## src/rtl/lector_mante.sv

```systemverilog
// lector_mante: loadable down-counter with IDLE/CUENTA/AVISO handshake FSM.
// Latency: load and decrement are visible on data_output one edge after being sampled.
// Completion is held in AVISO until ack; optional low-count alarm under `MANTE_ALARM_EN.
module lector_mante #(
   parameter logic [7:0] ALARM_LEVEL = 8'd5
) (
   input  logic       clk,
   input  logic       reset,
   input  logic [7:0] data_input,
   input  logic       load,
   input  logic       enable,
   input  logic       ack,
   output logic [7:0] data_output,
   output logic       busy,
   output logic       done,
   output logic       alarm
);

   localparam logic [1:0] IDLE   = 2'd0;
   localparam logic [1:0] CUENTA = 2'd1;
   localparam logic [1:0] AVISO  = 2'd2;

   logic [1:0] state_q, state_d;
   logic [7:0] cnt_q, cnt_d;

   // Next-state and next-count: load beats enable; AVISO only listens to ack.
   always_comb begin
      state_d = state_q;
      cnt_d   = cnt_q;
      case (state_q)
         IDLE: begin
            if (load) begin
               cnt_d   = data_input;
               state_d = (data_input != 8'd0) ? CUENTA : AVISO;
            end
         end
         CUENTA: begin
            if (load) begin
               cnt_d   = data_input;
               state_d = (data_input != 8'd0) ? CUENTA : AVISO;
            end else if (enable && (cnt_q != 8'd0)) begin
               // Zero guard keeps the 0 -> FF wrap unreachable even from a corrupt state.
               cnt_d = cnt_q - 8'd1;
               if (cnt_q == 8'd1) begin
                  state_d = AVISO;
               end
            end
         end
         AVISO: begin
            if (ack) begin
               state_d = IDLE;
            end
         end
         default: begin
            state_d = IDLE;
         end
      endcase
   end

   // State and count registers with synchronous reset that overrides every input.
   always_ff @(posedge clk) begin
      if (reset) begin
         state_q <= IDLE;
         cnt_q   <= 8'd0;
      end else begin
         state_q <= state_d;
         cnt_q   <= cnt_d;
      end
   end

   assign data_output = cnt_q;
   assign busy        = (state_q == CUENTA);
   assign done        = (state_q == AVISO);

`ifdef MANTE_ALARM_EN
   // Warn while counting once the count is within ALARM_LEVEL of completion.
   assign alarm = (state_q == CUENTA) && (cnt_q >= 8'd1) && (cnt_q <= ALARM_LEVEL);
`else
   assign alarm = 1'b0;
`endif

endmodule

```

## config.mk

```make
export PLATFORM = sky130hd
export DESIGN_NAME = lector_mante
export DESIGN_NICKNAME = d
export VERILOG_FILES = /design/src/rtl/lector_mante.sv
export SDC_FILE = /design/constraint.sdc
export NUM_CORES = 1
export LEC_CHECK = 0
export ABC_CLOCK_PERIOD_IN_PS = 1900
export BUFFER_PORTS_ARGS = -buffer_cell sky130_fd_sc_hd__buf_2
export CAP_MARGIN = 30
export CELL_PAD_IN_SITES_DETAIL_PLACEMENT = 2
export CELL_PAD_IN_SITES_GLOBAL_PLACEMENT = 2
export CORE_ASPECT_RATIO = 0.7
export CORE_UTILIZATION = 25
export CTS_CLUSTER_DIAMETER = 80
export CTS_CLUSTER_SIZE = 40
export DETAILED_ROUTE_END_ITERATION = 10
export PLACE_DENSITY = 0.69
export SYNTH_ARGS = -nofsm -noshare
export SYNTH_HDL_FRONTEND = slang
export SYNTH_SLANG_ARGS = --single-unit
```

## constraint.sdc

```tcl
create_clock -name clk -period 1.9 [get_ports clk]
set_input_delay 0.19 -clock clk [delete_from_list [all_inputs] [get_ports clk]]
set_output_delay 0.19 -clock clk [all_outputs]
set_load 0.02 [all_outputs]
```

# Word-level counts from Yosys, hierarchy flattened
# Cells that the tools add are included.
# classes
n_addsub	1
multipliers	0
n_div	0
order_cmp	0
n_eq_ne	7
n_shift	0
muxes	11
n_bitwise	0
reduce_logical	7
# ops
op	count
8-bit two-way mux	3
8-bit case mux with 2 select lines	1
8-bit nonzero test	2
2-bit two-way mux	6
8-bit by 1-bit == test with 1-bit output (second input constant)	1
8-bit by 1-bit subtractor with 8-bit output (second input constant)	1
3-bit by 2-bit inequality test with 1-bit output (second input constant)	2
2-bit case mux with 3 select lines	1
2-bit inequality test (second input constant)	2
4-bit AND reduction	1
3-bit AND reduction	1
2-bit by 1-bit == test with 1-bit output (second input constant)	1
2-bit == test (second input constant)	1
2-bit zero test	1
2-bit nonzero test	1
1-bit logical AND	1
# word_totals
reg_bits	10
latch_bits	0
mem_bits_rw	0
rom_bits	0
inputBits	13
out_inout_bits	11
wordCells	28
n_memories	0

# Longest topological paths before layout
# depth
depth_word	5
depth_mapped	7
mapped_depth_nobuf	6

# Worst setup path after synthesis
# OpenSTA, ideal clock, no wires.
# synth_path
path_type	register to register
startpoint	register cnt_q[0] (netlist: data_output[0])
endpoint	register cnt_q[0] (netlist: data_output[0])
setup_ns	0.118
arrival_ns	1.671
required_time_ns	1.782
slack_ns	0.111
stages_incl_launch_ff	8
path_buffers	2
synth_period_minus_slack_ns	1.789
cell_sequence	dfxtp_1 inv_1 ha_1 and4_1 buf_4 or2_1 buf_6 o221a_4
# synth_via
elab_chain_len	4
word_cells_on_any_way	8
cone_classes	add/sub: 1; eq/ne: 1; mux: 3; reduce/logical: 3
# synth_lines
item	line_no	source
start, declared	24	logic [7:0] cnt_q, cnt_d;
start signal, assigned	67	cnt_q <= cnt_d;
8-bit by 1-bit subtractor with 8-bit output or 8-bit nonzero test (tied branches)	43, 41	
8-bit two-way mux or 1-bit logical AND (tied branches)	41	end else if (enable && (cnt_q != 8'd0)) begin
8-bit two-way mux or 3-bit by 2-bit inequality test with 1-bit output (tied branches)	--	
8-bit case mux with 2 select lines or 3-bit AND reduction (tied branches)	--	
# Several ways; a longest one is shown, not always the timed one. The select of a mux whose other input is x is not followed.
# A chain may end at the register's enable or synchronous reset.

# Final worst setup path
# layout_path
startpoint	register cnt_q[1] (netlist: data_output[1])
endpoint	register cnt_q[2] (netlist: data_output[2])
# Same word-level chain as after synthesis.

==> results.sh <==
export IMPL_outcome="finished, final reports clean"
export IMPL_ys_flop_type="dfxtp_1"
export IMPL_grt_pass1_vias=888
export IMPL_synth_xor_area_share_pct=0
export IMPL_finalSetupTns_ns=0
export IMPL_placementRows=16
export IMPL_die_area_sq_mm=0.00324
export IMPL_setup_viol=0
export IMPL_cts_buffers=3
export IMPL_hpwl_um=2120
export IMPL_yosysWarnings=0
export IMPL_reg2reg_slack_ns=0.14
export IMPL_syn_area_per_cell_sq_um=8.11
export IMPL_maxCapViolations=0
export IMPL_layout_drive_gt1_share_pct=32.5
export IMPL_holdBufCountCts=0
export IMPL_crit_buf_inv=1
export IMPL_fin_ws_ns=0.141
export IMPL_finClkSkew_ns=0.00414
export IMPL_cts_root_buf="clkbuf_8"
export IMPL_internal_power_uw=551
export IMPL_yosysTopAreaCell="dfxtp_1"
export IMPL_final_cell_mix="buf_2 (22), dfxtp_1 (10), a21oi_1 (9)"
export IMPL_synth_compound_area_share_pct=29.7
export IMPL_cpPeakStageDelay_ns=0.39
export IMPL_use_met1_pct=24.9
export IMPL_synth_top_family_by_area="compound AO/OA/AOI/OAI gates"
export IMPL_endpoint="data_output[2]$_SDFFE_PP0P_"
export IMPL_grt_max_degree=14
export IMPL_r2r_cells=5
export IMPL_startpoint="data_output[1]$_SDFFE_PP0P_"
export IMPL_place_ws_ns=0.189
export IMPL_finalHoldViolations=0
export IMPL_diodes=0
export IMPL_use_met2_pct=33.3
export IMPL_synth_seq_area_share_pct=26.5
export IMPL_die_h_um=48.0
export IMPL_wire_per_inst_um=18.0
export IMPL_coreArea_sq_mm=0.00282
export IMPL_switching_power_uw=329
export IMPL_start_kind="flop"
export IMPL_syn_area_sq_um=754
export IMPL_syn_nets=109
export IMPL_ir_drop_uv=257
export IMPL_clkSlewWorstSetupHoldPaths_ns=0.05
export IMPL_mostFrequentLayoutCell="buf_2"
export IMPL_vias=849
export IMPL_crit_type="flop to flop"
export IMPL_first_iter_violations=32
export IMPL_async_reset_ff_share_pct=0
export IMPL_r2r_start="data_output[1]$_SDFFE_PP0P_"
export IMPL_synthSimpleGateAreaFrac_pct=27.9
export IMPL_path_cells="inv_1 > ha_1 > and4_1 > or2_1 > o31ai_1"
export IMPL_grt_pass1_wl_um=4380
export IMPL_avgViaCountPerCell=5.44
export IMPL_p_leak_nw=0.435
export IMPL_synth_top_cell_area_share_pct=26.5
export IMPL_cts_sinks=10
export IMPL_antenna_found_initial=0
export IMPL_synth_edf_count=0
export IMPL_busiest_layer="met2"
export IMPL_r2r_end="data_output[2]$_SDFFE_PP0P_"
export IMPL_design_area_sq_um=983
export IMPL_path_delay_family="simple AND/OR/NAND/NOR gates"
export IMPL_fp_dieW_um=67.7
export IMPL_drcViolationCount=0
export IMPL_final_max_slew_viol_count=0
export IMPL_slowest_stage="dfxtp_1"
export IMPL_synthDistinctLibCells=34
export IMPL_whs_ns=0.278
export IMPL_grt_setup_unrepaired="false"
export IMPL_fmax_mhz=568
export IMPL_ys_ff_latch=10
export IMPL_overflow=0
export IMPL_cts_tree="built"
export IMPL_finalCritPeriodShare_pct=92.6
export IMPL_cts_max_path_buffers=2
export IMPL_worstSetupPathDepth=5
export IMPL_synthTopCellsByArea="dfxtp_1 (27%), o31ai_1 (7.0%), o311ai_0 (7.0%)"
export IMPL_p_seq_share_pct=30.6
export IMPL_pwr_share_comb_pct=37.0
export IMPL_period_needed_ns=1.76
export IMPL_htreeDepth=1
export IMPL_clock_power_share_pct=32.5
export IMPL_initial_core_util_pct=26.7
export IMPL_cp_max_fo=7
export IMPL_routed_wl_um=2810
export IMPL_post_cts_setup_buffers=0
export IMPL_required_ns=2.04
export IMPL_nets=137
export IMPL_synthAdderAreaFrac_pct=4.98
export IMPL_syn_to_final_growth_pct=30.3
export IMPL_end_kind="flop"
export IMPL_use_met3_pct=6.19
export IMPL_ant_nets=0
export IMPL_dpl_cell_area_sq_um=922
export IMPL_dp_cells=152
export IMPL_port_buffers=22
export IMPL_fill_cells=336
export IMPL_synth_mux_area_fraction_pct=2.65
export IMPL_boundaryPins=24
export IMPL_utilization_pct=34.8
export IMPL_gp_congestion=0.791
export IMPL_p_per_area_mw_per_mm2=896
export IMPL_dr_pass1_iters=4
export IMPL_cp_arrival_ns=1.90
export IMPL_final_cells=156
export IMPL_grt_total_usage_pct=19.7
export IMPL_total_power_uw=881
export IMPL_synthesis_instances=93
export IMPL_hp_class="input pin to flop"
export IMPL_swShare_pct=37.4
export IMPL_clock_latency_ns=0.25
-- final cells by class --
cell class	count	area [sq um]	area share [%]
Sequential cell	10	200	20.4
Timing Repair Buffer	29	163	16.5
Inverter	5	18.8	1.91
Tap cell	36	45.0	4.58
Multi-Input combinational cell	72	502	51.0
Clock buffer	4	55.1	5.60
-- synthesized netlist by cell type, types with 2 or more instances --
cell type   n
ha_1        3
buf_4       2
nor3_1      3
dfxtp_1    10
mux2i_1     2
nor2b_1     2
and3_1      3
buf_2       2
a21oi_1     9
nor2_1      8
inv_1       5
o311ai_0    6
nor3b_1     2
o31ai_1     7
nor4_1      4
nand2_1     7
-- kinds of logic after synthesis --
kind of cell / after synthesis
other: 1
AOI/OAI and AO/OA: 29
buffers and inverters: 11
adders and majority gates: 3
muxes: 2
DFF: 10
and+or+nand+nor: 37
-- metal layers --
layer,vias to the layer above,wire (um),part of all wire (%)
li1,400,-,-
met1,432,1340,48
met2,15,1360,48
met3,2,103,3.7
met4,0,7,0.25
met5,-,0,0
-- worst min path at each step --
stage | slack, ns | start | cells past startpoint | endpoint
after global placement | 0.51 | data_output[7]$_SDFFE_PP0P_ | 2 | data_output[7]$_SDFFE_PP0P_
after detailed placement | 0.51 | reset | 2 | data_output[1]$_SDFFE_PP0P_
final | 0.28 | reset | 2 | data_output[1]$_SDFFE_PP0P_
after global routing | 0.29 | reset | 2 | data_output[1]$_SDFFE_PP0P_
after CTS | 0.26 | reset | 2 | data_output[1]$_SDFFE_PP0P_
after floorplan | 0.41 | data_input[2] | 2 | data_output[2]$_SDFFE_PP0P_
-- power by group through the flow --
| stage | Combinational [mW] | Clock (mW) | Sequential, mW |
|---|---|---|---|
| 2_1_floorplan | 0.170 | 0 | 0.295 |
| 3_3_place_gp | 0.312 | 0 | 0.268 |
| 3_5_place_dp | 0.321 | 0 | 0.270 |
| 4_1_cts | 0.326 | 0.289 | 0.267 |
| 5_1_grt | 0.357 | 0.298 | 0.273 |
| 6_report | 0.326 | 0.286 | 0.269 |
-- flip-flops by register name, indices dropped and copies added (netlist names) --
name and cells:
data_output 8, state_q 2
-- repair_timing --
| item | 4_1_cts | 5_1_grt |
|---|---|---|
| hold endpoints to repair | 0 | 0 |
| gates resized for setup | 0 | 2 |
| setup endpoints to repair | 0 | 3 |
Power figures use the tool's default switching activity.
